==> src/rtl/csr_sequencer_if.sv <==
// Core/CSR-file side bundle of csr_sequencer: instruction request, writeback,
// PC redirect and the CSR-file access port. Names are from the sequencer's view.
interface csr_sequencer_if;
    // core request
    logic        start_i;
    logic [1:0]  sys_op_i;
    logic [2:0]  funct3_i;
    logic [11:0] csr_sel_i;
    logic [4:0]  rs1_idx_i;
    logic [31:0] rs1_val_i;
    logic [31:0] pc_i;
    // core response
    logic        busy_o;
    logic        done_o;
    logic        rd_we_o;
    logic [31:0] rd_data_o;
    logic        redirect_o;
    logic [31:0] new_pc_o;
    // CSR-file port
    logic [11:0] csr_addr_o;
    logic [31:0] csr_bus_o;
    logic        csr_read_o;
    logic        csr_write_o;
    logic [1:0]  csr_write_type_o;
    logic        csr_trap_o;
    logic [4:0]  csr_trap_cause_o;
    logic        csr_ret_o;
    logic [31:0] csr_rdata_i;
    logic        csr_invalid_i;

    modport slave (
        input  start_i, sys_op_i, funct3_i, csr_sel_i, rs1_idx_i, rs1_val_i, pc_i,
        input  csr_rdata_i, csr_invalid_i,
        output busy_o, done_o, rd_we_o, rd_data_o, redirect_o, new_pc_o,
        output csr_addr_o, csr_bus_o, csr_read_o, csr_write_o, csr_write_type_o,
        output csr_trap_o, csr_trap_cause_o, csr_ret_o
    );

    modport master (
        output start_i, sys_op_i, funct3_i, csr_sel_i, rs1_idx_i, rs1_val_i, pc_i,
        output csr_rdata_i, csr_invalid_i,
        input  busy_o, done_o, rd_we_o, rd_data_o, redirect_o, new_pc_o,
        input  csr_addr_o, csr_bus_o, csr_read_o, csr_write_o, csr_write_type_o,
        input  csr_trap_o, csr_trap_cause_o, csr_ret_o
    );
endinterface

==> src/rtl/csr_sequencer.sv <==
// Multi-cycle sequencer for CSR instructions, ECALL/EBREAK traps and MRET.
// Optional macro CSR_RS1_ZERO_SKIP_EN: set/clear forms with rs1==x0 skip the write cycle.
module csr_sequencer (
    input  logic            clk,
    input  logic            rst,
    csr_sequencer_if.slave  bus
);

    localparam logic [4:0]  ILLEGAL_CAUSE = 5'd2;
    localparam logic [4:0]  ECALL_CAUSE   = 5'd11;
    localparam logic [4:0]  EBREAK_CAUSE  = 5'd3;
    localparam logic [11:0] MTVEC_ADDR    = 12'h305;
    localparam logic [11:0] MEPC_ADDR     = 12'h341;

    localparam logic [1:0]  OP_CSR    = 2'b00;
    localparam logic [1:0]  OP_ECALL  = 2'b01;
    localparam logic [1:0]  OP_EBREAK = 2'b10;

    typedef enum logic [2:0] {
        S_IDLE,
        S_RD,
        S_WR,
        S_TRAP,
        S_VEC,
        S_RET,
        S_DONE
    } state_e;

    state_e      state_q, state_d;
    logic [1:0]  sys_op_q, sys_op_d;
    logic [2:0]  funct3_q, funct3_d;
    logic [11:0] csr_sel_q, csr_sel_d;
    logic [4:0]  rs1_idx_q, rs1_idx_d;
    logic [31:0] rs1_val_q, rs1_val_d;
    logic [31:0] pc_q, pc_d;
    logic [31:0] old_q, old_d;
    logic [31:0] new_pc_q, new_pc_d;
    logic        trapped_q, trapped_d;

    logic        skip_wr;
    logic        csr_ok;
    logic [4:0]  trap_cause;

`ifdef CSR_RS1_ZERO_SKIP_EN
    // CSRRS/CSRRC(I) with a zero source only read, so the write cycle is dropped.
    assign skip_wr = funct3_q[1] && (rs1_idx_q == 5'd0);
`else
    assign skip_wr = 1'b0;
`endif

    assign csr_ok = (sys_op_q == OP_CSR) && !trapped_q;

    always_comb begin
        case (sys_op_q)
            OP_ECALL:  trap_cause = ECALL_CAUSE;
            OP_EBREAK: trap_cause = EBREAK_CAUSE;
            default:   trap_cause = ILLEGAL_CAUSE;
        endcase
    end

    // NOTE: state registers use non-blocking assignments so every flop samples
    // pre-edge values; the async reset clears the whole operand latch too.
    always_ff @(posedge clk or posedge rst) begin
        if (rst) begin
            state_q   <= S_IDLE;
            sys_op_q  <= '0;
            funct3_q  <= '0;
            csr_sel_q <= '0;
            rs1_idx_q <= '0;
            rs1_val_q <= '0;
            pc_q      <= '0;
            old_q     <= '0;
            new_pc_q  <= '0;
            trapped_q <= 1'b0;
        end else begin
            state_q   <= state_d;
            sys_op_q  <= sys_op_d;
            funct3_q  <= funct3_d;
            csr_sel_q <= csr_sel_d;
            rs1_idx_q <= rs1_idx_d;
            rs1_val_q <= rs1_val_d;
            pc_q      <= pc_d;
            old_q     <= old_d;
            new_pc_q  <= new_pc_d;
            trapped_q <= trapped_d;
        end
    end

    // NOTE: every signal written below gets a default first, so no path can
    // leave one unassigned and infer a latch.
    always_comb begin
        state_d   = state_q;
        sys_op_d  = sys_op_q;
        funct3_d  = funct3_q;
        csr_sel_d = csr_sel_q;
        rs1_idx_d = rs1_idx_q;
        rs1_val_d = rs1_val_q;
        pc_d      = pc_q;
        old_d     = old_q;
        new_pc_d  = new_pc_q;
        trapped_d = trapped_q;

        bus.done_o           = 1'b0;
        bus.rd_we_o          = 1'b0;
        bus.rd_data_o        = '0;
        bus.redirect_o       = 1'b0;
        bus.csr_addr_o       = '0;
        bus.csr_bus_o        = '0;
        bus.csr_read_o       = 1'b0;
        bus.csr_write_o      = 1'b0;
        bus.csr_write_type_o = '0;
        bus.csr_trap_o       = 1'b0;
        bus.csr_trap_cause_o = '0;
        bus.csr_ret_o        = 1'b0;

        unique case (state_q)
            S_IDLE: begin
                if (bus.start_i) begin
                    sys_op_d  = bus.sys_op_i;
                    funct3_d  = bus.funct3_i;
                    csr_sel_d = bus.csr_sel_i;
                    rs1_idx_d = bus.rs1_idx_i;
                    rs1_val_d = bus.rs1_val_i;
                    pc_d      = bus.pc_i;
                    old_d     = '0;
                    trapped_d = 1'b0;
                    case (bus.sys_op_i)
                        OP_CSR:  state_d = (bus.funct3_i[1:0] == 2'b00) ? S_TRAP : S_RD;
                        2'b11:   state_d = S_RET;
                        default: state_d = S_TRAP;
                    endcase
                end
            end

            S_RD: begin
                bus.csr_addr_o = csr_sel_q;
                bus.csr_read_o = 1'b1;
                old_d          = bus.csr_rdata_i;
                if (bus.csr_invalid_i) begin
                    state_d = S_TRAP;
                end else if (skip_wr) begin
                    state_d = S_DONE;
                end else begin
                    state_d = S_WR;
                end
            end

            S_WR: begin
                bus.csr_addr_o       = csr_sel_q;
                bus.csr_write_o      = 1'b1;
                bus.csr_write_type_o = funct3_q[1:0];
                bus.csr_bus_o        = funct3_q[2] ? {27'b0, rs1_idx_q} : rs1_val_q;
                state_d              = S_DONE;
            end

            S_TRAP: begin
                bus.csr_trap_o       = 1'b1;
                bus.csr_trap_cause_o = trap_cause;
                bus.csr_bus_o        = pc_q;
                trapped_d            = 1'b1;
                state_d              = S_VEC;
            end

            // Vector and mepc fetches are address-only reads; csr_read stays
            // reserved for the instruction's own CSR access.
            S_VEC: begin
                bus.csr_addr_o = MTVEC_ADDR;
                new_pc_d       = bus.csr_rdata_i;
                state_d        = S_DONE;
            end

            S_RET: begin
                bus.csr_addr_o = MEPC_ADDR;
                bus.csr_ret_o  = 1'b1;
                new_pc_d       = bus.csr_rdata_i;
                state_d        = S_DONE;
            end

            S_DONE: begin
                bus.done_o     = 1'b1;
                bus.rd_we_o    = csr_ok;
                bus.rd_data_o  = csr_ok ? old_q : '0;
                bus.redirect_o = !csr_ok;
                state_d        = S_IDLE;
            end

            default: state_d = S_IDLE;
        endcase
    end

    assign bus.busy_o   = (state_q != S_IDLE);
    assign bus.new_pc_o = new_pc_q;

endmodule

==> src/flat_wrapper.sv <==
// flat-port wrapper written by rule: the top's interface ports become plain ports
module csr_sequencer_flat 
  (clk, rst, bus_start_i, bus_sys_op_i, bus_funct3_i, bus_csr_sel_i, bus_rs1_idx_i, bus_rs1_val_i, bus_pc_i, bus_csr_rdata_i, bus_csr_invalid_i, bus_busy_o, bus_done_o, bus_rd_we_o, bus_rd_data_o, bus_redirect_o, bus_new_pc_o, bus_csr_addr_o, bus_csr_bus_o, bus_csr_read_o, bus_csr_write_o, bus_csr_write_type_o, bus_csr_trap_o, bus_csr_trap_cause_o, bus_csr_ret_o);
  csr_sequencer_if bus_i ();
  input  logic clk;
  input  logic rst;
  input wire logic [$bits(bus_i.start_i)-1:0] bus_start_i;
  input wire logic [$bits(bus_i.sys_op_i)-1:0] bus_sys_op_i;
  input wire logic [$bits(bus_i.funct3_i)-1:0] bus_funct3_i;
  input wire logic [$bits(bus_i.csr_sel_i)-1:0] bus_csr_sel_i;
  input wire logic [$bits(bus_i.rs1_idx_i)-1:0] bus_rs1_idx_i;
  input wire logic [$bits(bus_i.rs1_val_i)-1:0] bus_rs1_val_i;
  input wire logic [$bits(bus_i.pc_i)-1:0] bus_pc_i;
  input wire logic [$bits(bus_i.csr_rdata_i)-1:0] bus_csr_rdata_i;
  input wire logic [$bits(bus_i.csr_invalid_i)-1:0] bus_csr_invalid_i;
  output wire logic [$bits(bus_i.busy_o)-1:0] bus_busy_o;
  output wire logic [$bits(bus_i.done_o)-1:0] bus_done_o;
  output wire logic [$bits(bus_i.rd_we_o)-1:0] bus_rd_we_o;
  output wire logic [$bits(bus_i.rd_data_o)-1:0] bus_rd_data_o;
  output wire logic [$bits(bus_i.redirect_o)-1:0] bus_redirect_o;
  output wire logic [$bits(bus_i.new_pc_o)-1:0] bus_new_pc_o;
  output wire logic [$bits(bus_i.csr_addr_o)-1:0] bus_csr_addr_o;
  output wire logic [$bits(bus_i.csr_bus_o)-1:0] bus_csr_bus_o;
  output wire logic [$bits(bus_i.csr_read_o)-1:0] bus_csr_read_o;
  output wire logic [$bits(bus_i.csr_write_o)-1:0] bus_csr_write_o;
  output wire logic [$bits(bus_i.csr_write_type_o)-1:0] bus_csr_write_type_o;
  output wire logic [$bits(bus_i.csr_trap_o)-1:0] bus_csr_trap_o;
  output wire logic [$bits(bus_i.csr_trap_cause_o)-1:0] bus_csr_trap_cause_o;
  output wire logic [$bits(bus_i.csr_ret_o)-1:0] bus_csr_ret_o;
  assign bus_i.start_i = bus_start_i;
  assign bus_i.sys_op_i = bus_sys_op_i;
  assign bus_i.funct3_i = bus_funct3_i;
  assign bus_i.csr_sel_i = bus_csr_sel_i;
  assign bus_i.rs1_idx_i = bus_rs1_idx_i;
  assign bus_i.rs1_val_i = bus_rs1_val_i;
  assign bus_i.pc_i = bus_pc_i;
  assign bus_i.csr_rdata_i = bus_csr_rdata_i;
  assign bus_i.csr_invalid_i = bus_csr_invalid_i;
  assign bus_busy_o = bus_i.busy_o;
  assign bus_done_o = bus_i.done_o;
  assign bus_rd_we_o = bus_i.rd_we_o;
  assign bus_rd_data_o = bus_i.rd_data_o;
  assign bus_redirect_o = bus_i.redirect_o;
  assign bus_new_pc_o = bus_i.new_pc_o;
  assign bus_csr_addr_o = bus_i.csr_addr_o;
  assign bus_csr_bus_o = bus_i.csr_bus_o;
  assign bus_csr_read_o = bus_i.csr_read_o;
  assign bus_csr_write_o = bus_i.csr_write_o;
  assign bus_csr_write_type_o = bus_i.csr_write_type_o;
  assign bus_csr_trap_o = bus_i.csr_trap_o;
  assign bus_csr_trap_cause_o = bus_i.csr_trap_cause_o;
  assign bus_csr_ret_o = bus_i.csr_ret_o;
  csr_sequencer u_core (.clk(clk), .rst(rst), .bus(bus_i));
endmodule
==> config.mk <==
export PLATFORM = sky130hd
export DESIGN_NAME = csr_sequencer_flat
export DESIGN_NICKNAME = d
export VERILOG_FILES = /design/src/rtl/csr_sequencer_if.sv /design/src/rtl/csr_sequencer.sv /design/src/flat_wrapper.sv
export SDC_FILE = /design/constraint.sdc
export NUM_CORES = 1
export LEC_CHECK = 0
export ABC_AREA = 0
export CAP_MARGIN = 20
export CORE_MARGIN = 1.5
export CORE_UTILIZATION = 25
export CTS_CLUSTER_SIZE = 16
export DETAILED_ROUTE_END_ITERATION = 8
export PLACE_DENSITY = 0.47
export SLEW_MARGIN = 20
export SYNTH_ARGS = -nofsm -noshare
export SYNTH_HDL_FRONTEND = slang
export SYNTH_SLANG_ARGS = --single-unit
==> constraint.sdc <==
create_clock -name clk -period 7.2 [get_ports clk]
set_clock_uncertainty 0.15 [all_clocks]
set_input_delay 1.44 -clock clk [delete_from_list [all_inputs] [get_ports clk]]
set_output_delay 1.44 -clock clk [all_outputs]
set_load 0.05 [all_outputs]
-- Word level (Yosys, flattened, before mapping)
Cells that the tools add are included.
- logic and storage cells: 60
- input bits: 122
- output and inout bits: 123
- flip-flop bits (word level): 154
- multiplexer cells: 24
- reduce and logical (&&, ||, !) cells: 16
- equal/unequal tests: 10
- operator list (kind ; count):
    $mux 32 ; 4
    $pmux 32 s2 ; 2
    $pmux 12 s3 ; 1
    $pmux 3 s4 ; 1
    $eq 3x3->1 const B ; 3
    $mux 1 ; 9
    $pmux 4 s2 ; 1
    $eq 3x2->1 const B ; 2
    $logic_not 2->1 ; 3
    $pmux 3 s2 ; 1
    $reduce_and 2->1 ; 3
    $eq 2x2->1 const B ; 2
    $mux 2 ; 2
    $mux 4 ; 1
    $reduce_bool 2->1 ; 2
    $reduce_or 2->1 ; 2
    $eq 3x1->1 const B ; 1
    $logic_not 3->1 ; 1
    $mux 3 ; 1
    $reduce_bool 3->1 ; 1
    $reduce_or 3->1 ; 1
    $eq 2x1->1 const B ; 1
    $logic_not 1->1 ; 2
    $ne 2x2->1 const B ; 1
    2 further kinds ; 2

-- Logic depth before layout (Yosys ltp)
- word-level depth: 5
- gate-level depth with buffers: 6
- depth with buffers taken out: 4

-- Worst setup path after synthesis
No wires, ideal clock.
- path type: flip-flop to output port
- from: register u_core.state_q[0]
- to: output port bus_csr_addr_o[2]
- stages on the path, launching flop included: 7
- data arrival time: 1986 ps
- buffers on the path: 2
- data required time: 5610 ps
- path slack: 3624 ps
- cells stage by stage: dfrtp_1 buf_6 or3b_1 buf_6 inv_1 nand2_1 o21ai_0
- longest elaborated chain between the ends: 3
- elaborated cells between the ends (all ways): 6
- classes of those cells: eq/ne (4); mux (1); reduce/logical (1)
- ends and longest elaborated chain (element ; line ; RTL):
    start, declared ; csr_sequencer.sv:29 ; state_e state_q, state_d;
    start signal, assigned ; csr_sequencer.sv:76 ; state_q <= state_d;
    $eq 3x2->1 / $eq 3x1->1 (equally long branches) ; csr_sequencer.sv:116 ; unique case (state_q)
    $reduce_or 2->1 (no line) ; - ;
    $pmux 12 s3 * ; csr_sequencer.sv:116 ;
    end, declared ; flat_wrapper.sv:22 ; output wire logic [$bits(bus_i.csr_addr_o)-1:0] bus_csr_addr_o;
Mark *: on every way between the ends. The rest lies on a longest branch, timed or not.

-- Worst setup path in the final report
- from: register u_core.state_q[1]
- to: output port bus_csr_bus_o[24]
- longest elaborated chain between the ends: 2
- elaborated cells between the ends (all ways): 3
- classes of those cells: eq/ne (2); mux (1)
- ends and longest elaborated chain (element ; line ; RTL):
    $eq 3x2->1 ; csr_sequencer.sv:116 ;
    $pmux 32 s2 * ; csr_sequencer.sv:116 ;
    end, declared ; flat_wrapper.sv:23 ; output wire logic [$bits(bus_i.csr_bus_o)-1:0] bus_csr_bus_o;
Marked as above.

==> flow_summary_export.csv <==
group,metric,value,unit
pwr,power,0.00452,W
placed_design,routabilityCongestion,0.756,
routing,firstDrtPassIters,4,
timing,period_needed,4780,ps
floorplan,start_util,0.254,
clock_tree,hold_buffers,0,
pwr,p_comb_frac,0.483,
cells_and_area,fill_cells,2530,
cells_and_area,nets,891,
timing,tightestPinTransition,1030,ps
worst_hold_path,holdPathStages,2,
clock_tree,cts_buffer_depth,2,
floorplan,die_w,166,um
clock_tree,cts_resized,0,
placed_design,port_buffers,242,
routing,first_iter_violations,174,
cells_and_area,fin_util,0.379,
grt,track_usage,0.144,
grt,grt_max_degree,92,
routing,routed_wl,19500,um
placed_design,dp_hpwl,13200,um
floorplan,fp-row-count,59,
synthesis,netlist_instances,538,
clock_tree,cts_setup_buffers,0,
grt,grt-ovfl-total,0,
worst_setup_path,rrSetupSlack,4570,ps
cells_and_area,area_delta_synth_final,48.9,%
timing,rsz0062_at_grt,"no",
floorplan,core-area,26100,um2
clock_tree,numCtsBuffers,17,
routing,avgViaCountPerCell,4.45,
pwr,p_leak,4.26,nW
worst_setup_path,slowest_delay,820,ps
grt,grt_pass1_wl,31200,um
timing,fmax,209,MHz
routing,antenna_left,0,
worst_setup_path,timing.rr.start,"u_core.state_q[1]",
synthesis,synth_cell_types,35,
clock_tree,worstSkewPairLatency,410,ps
floorplan,die_area,27500,um2
clock_tree,clock_sinks,154,
worst_setup_path,path_max_fanout,36,
cells_and_area,final_cell_mix,"clkdlybuf4s50_1, dfrtp_1, nand2_1, mux2_2, a22o_1",
worst_setup_path,cp_num_buf_inv,1,
worst_setup_path,criticalPathCategory,"register to primary output",
worst_setup_path,cp.arrival,3190,ps
synthesis,yosys_warnings,0,
synthesis,synth_edf_count,0,
worst_setup_path,worst_ep_required_time,5610,ps
pwr,netSwitchingFraction,0.433,
worst_hold_path,hold_path_class,"register to register",
synthesis,yosysSeqAreaShare,0.581,
pwr,intPower,0.00256,W
floorplan,ios,245,
floorplan,die_h,166,um
worst_setup_path,start_kind,"register",
cells_and_area,final_common_cell,"clkdlybuf4s50_1",
grt,first_global_vias,5365,
timing,setup_viol,0,
worst_setup_path,endpoint_kind,"primary output",
worst_setup_path,slowest_stage,"nor2_4",
routing,wire_per_inst,17.5,um
cells_and_area,instances_no_fill,1116,
cells_and_area,drive_gt1_frac,0.177,
timing,slew_violations,0,
pwr,power.switching,0.00196,W
timing,whs,323,ps
worst_setup_path,path_cells,"nand2_1 > nor2_4 > a22o_1 > clkdlybuf4s50_1",
timing,hold_viol_final,0,
clock_tree,clk_pin_slew,60,ps
clock_tree,cts_tree,"done",
pwr,p_clk_frac,0.187,
worst_hold_path,hold_path_end,"u_core.bus.new_pc_o[4]",
run,cap_violations,0,
timing,relSlewSlack,0.309,
placed_design,dpl.cell_count,1082,
routing,via_count,4962,
timing,min_period_over_period,0.664,
worst_setup_path,path_delay_family,"simple AND/OR/NAND/NOR gates",
routing,drc_errors,0,
pwr,power_density,458,nW/um2
worst_setup_path,rr_endpoint,"u_core.pc_q[12]",
run_status,status,"complete, no violations",
synthesis,ys_seq_elements,154,
grt,antenna_found_initial,1,
clock_tree,clockRootBuffer,"clkbuf_16",
pwr,pwr-share-seq,0.330,
synthesis,syn_area,6630,um2
clock_tree,htreeDepth,4,
synthesis,synthFlopType,"dfrtp_1",
worst_hold_path,hold_start,"u_core.bus.new_pc_o[4]",
synthesis,avgSynthCellArea,12.3,um2
pwr,ir_worst_vdd,0.000233,V
timing,setup_tns,0,ps
synthesis,synth-async-reset-ratio,1.00,
worst_setup_path,reg2reg_depth,3,
==> how the worst max path moves through the flow <==
stage,end,start,cells after the start,slack (ps)
CTS,bus_rd_data_o[21],u_core.state_q[2],4,2220
global route,bus_csr_bus_o[23],u_core.state_q[1],4,2220
global placement,bus_rd_data_o[6],u_core.state_q[2],4,2840
finish,bus_csr_bus_o[24],u_core.state_q[1],4,2420
detailed placement,bus_rd_data_o[21],u_core.state_q[2],4,2680
floorplan,u_core.bus.new_pc_o[0],rst,1,1460
==> per-stage QoR <==
stage	area, um2	setup slack (ps)
after CTS	9850	2220
final	9870	2420
after global placement	9300	2840
after floorplan	6630	1460
after global routing	9870	2220
after detailed placement	9300	2680
==> synthesized netlist by cell type (5+ instances only) <==
cell type  number  area share
buf_4          13       0.015
o2bb2ai_1       5      0.0066
nand2_1       102       0.058
mux2_2         84        0.14
a22o_1         52       0.069
and2_1         44       0.042
nor2_1          5      0.0028
a22o_2          8       0.012
o21ai_0         5      0.0038
mux2i_1         5      0.0076
buf_2          17       0.013
clkbuf_1        6      0.0034
dfrtp_1       154        0.58
inv_1           7      0.0040
==> cell type report <==
cell class	instances	area, um2	area share
Timing Repair Buffer	249	2490	0.252
Clock inverter	13	108	0.0109
Tap cell	335	419	0.0425
Sequential cell	154	3850	0.391
Antenna cell	1	2.50	0.000254
Inverter	7	31.3	0.00317
Multi-Input combinational cell	338	2520	0.256
Clock buffer	19	443	0.0449
==> logic make-up (layout without fill, tap and decap cells) <==
kind of cell / count (synthesis) / after routing / synth area share
simple gates: 163 / 163 / 0.118
compound gates: 81 / 81 / 0.102
fa+ha+maj: 2 / 2 / 0.00377
buf+inv: 47 / 288 / 0.0428
xor+xnor: 1 / 1 / 0.00132
flops: 154 / 154 / 0.581
mux: 89 / 89 / 0.150
other cells: 1 / 3 / 0.000566
==> worst min-delay path, cell delays in order (launching register included) <==
cell     delay (ps)
dfrtp_1         340
nand2_1          50
nand2_1          60
==> power by group through the flow <==
| stage | registers (W) | logic [W] | clock network, W |
|---|---|---|---|
| detailed placement | 0.00151 | 0.00220 | 0 |
| global placement | 0.00149 | 0.00218 | 0 |
| CTS | 0.00150 | 0.00221 | 0.000876 |
| global route | 0.00155 | 0.00232 | 0.000913 |
| floorplan | 0.00172 | 0.00127 | 0 |
| finish | 0.00149 | 0.00218 | 0.000845 |
==> registers in the layout, indices dropped and copies added (netlist names) <==
name / count
u_core.sys_op_q: 2
u_core.trapped_q: 1
u_core.old_q: 32
u_core.funct3_q: 3
u_core.bus.new_pc_o: 32
u_core.rs1_val_q: 32
u_core.csr_sel_q: 12
u_core.pc_q: 32
u_core.state_q: 3
u_core.rs1_idx_q: 5
==> routing by layer <==
layer,global-route usage,vias up,wire (um),part of all wire
met2,0.231,183,9010,0.46
li1,-,2309,-,-
met3,0.0641,12,1890,0.097
met5,0,-,0,0
met4,0.0360,0,168,0.0086
met1,0.176,2458,8420,0.43
Power figures use the tool's default switching activity.
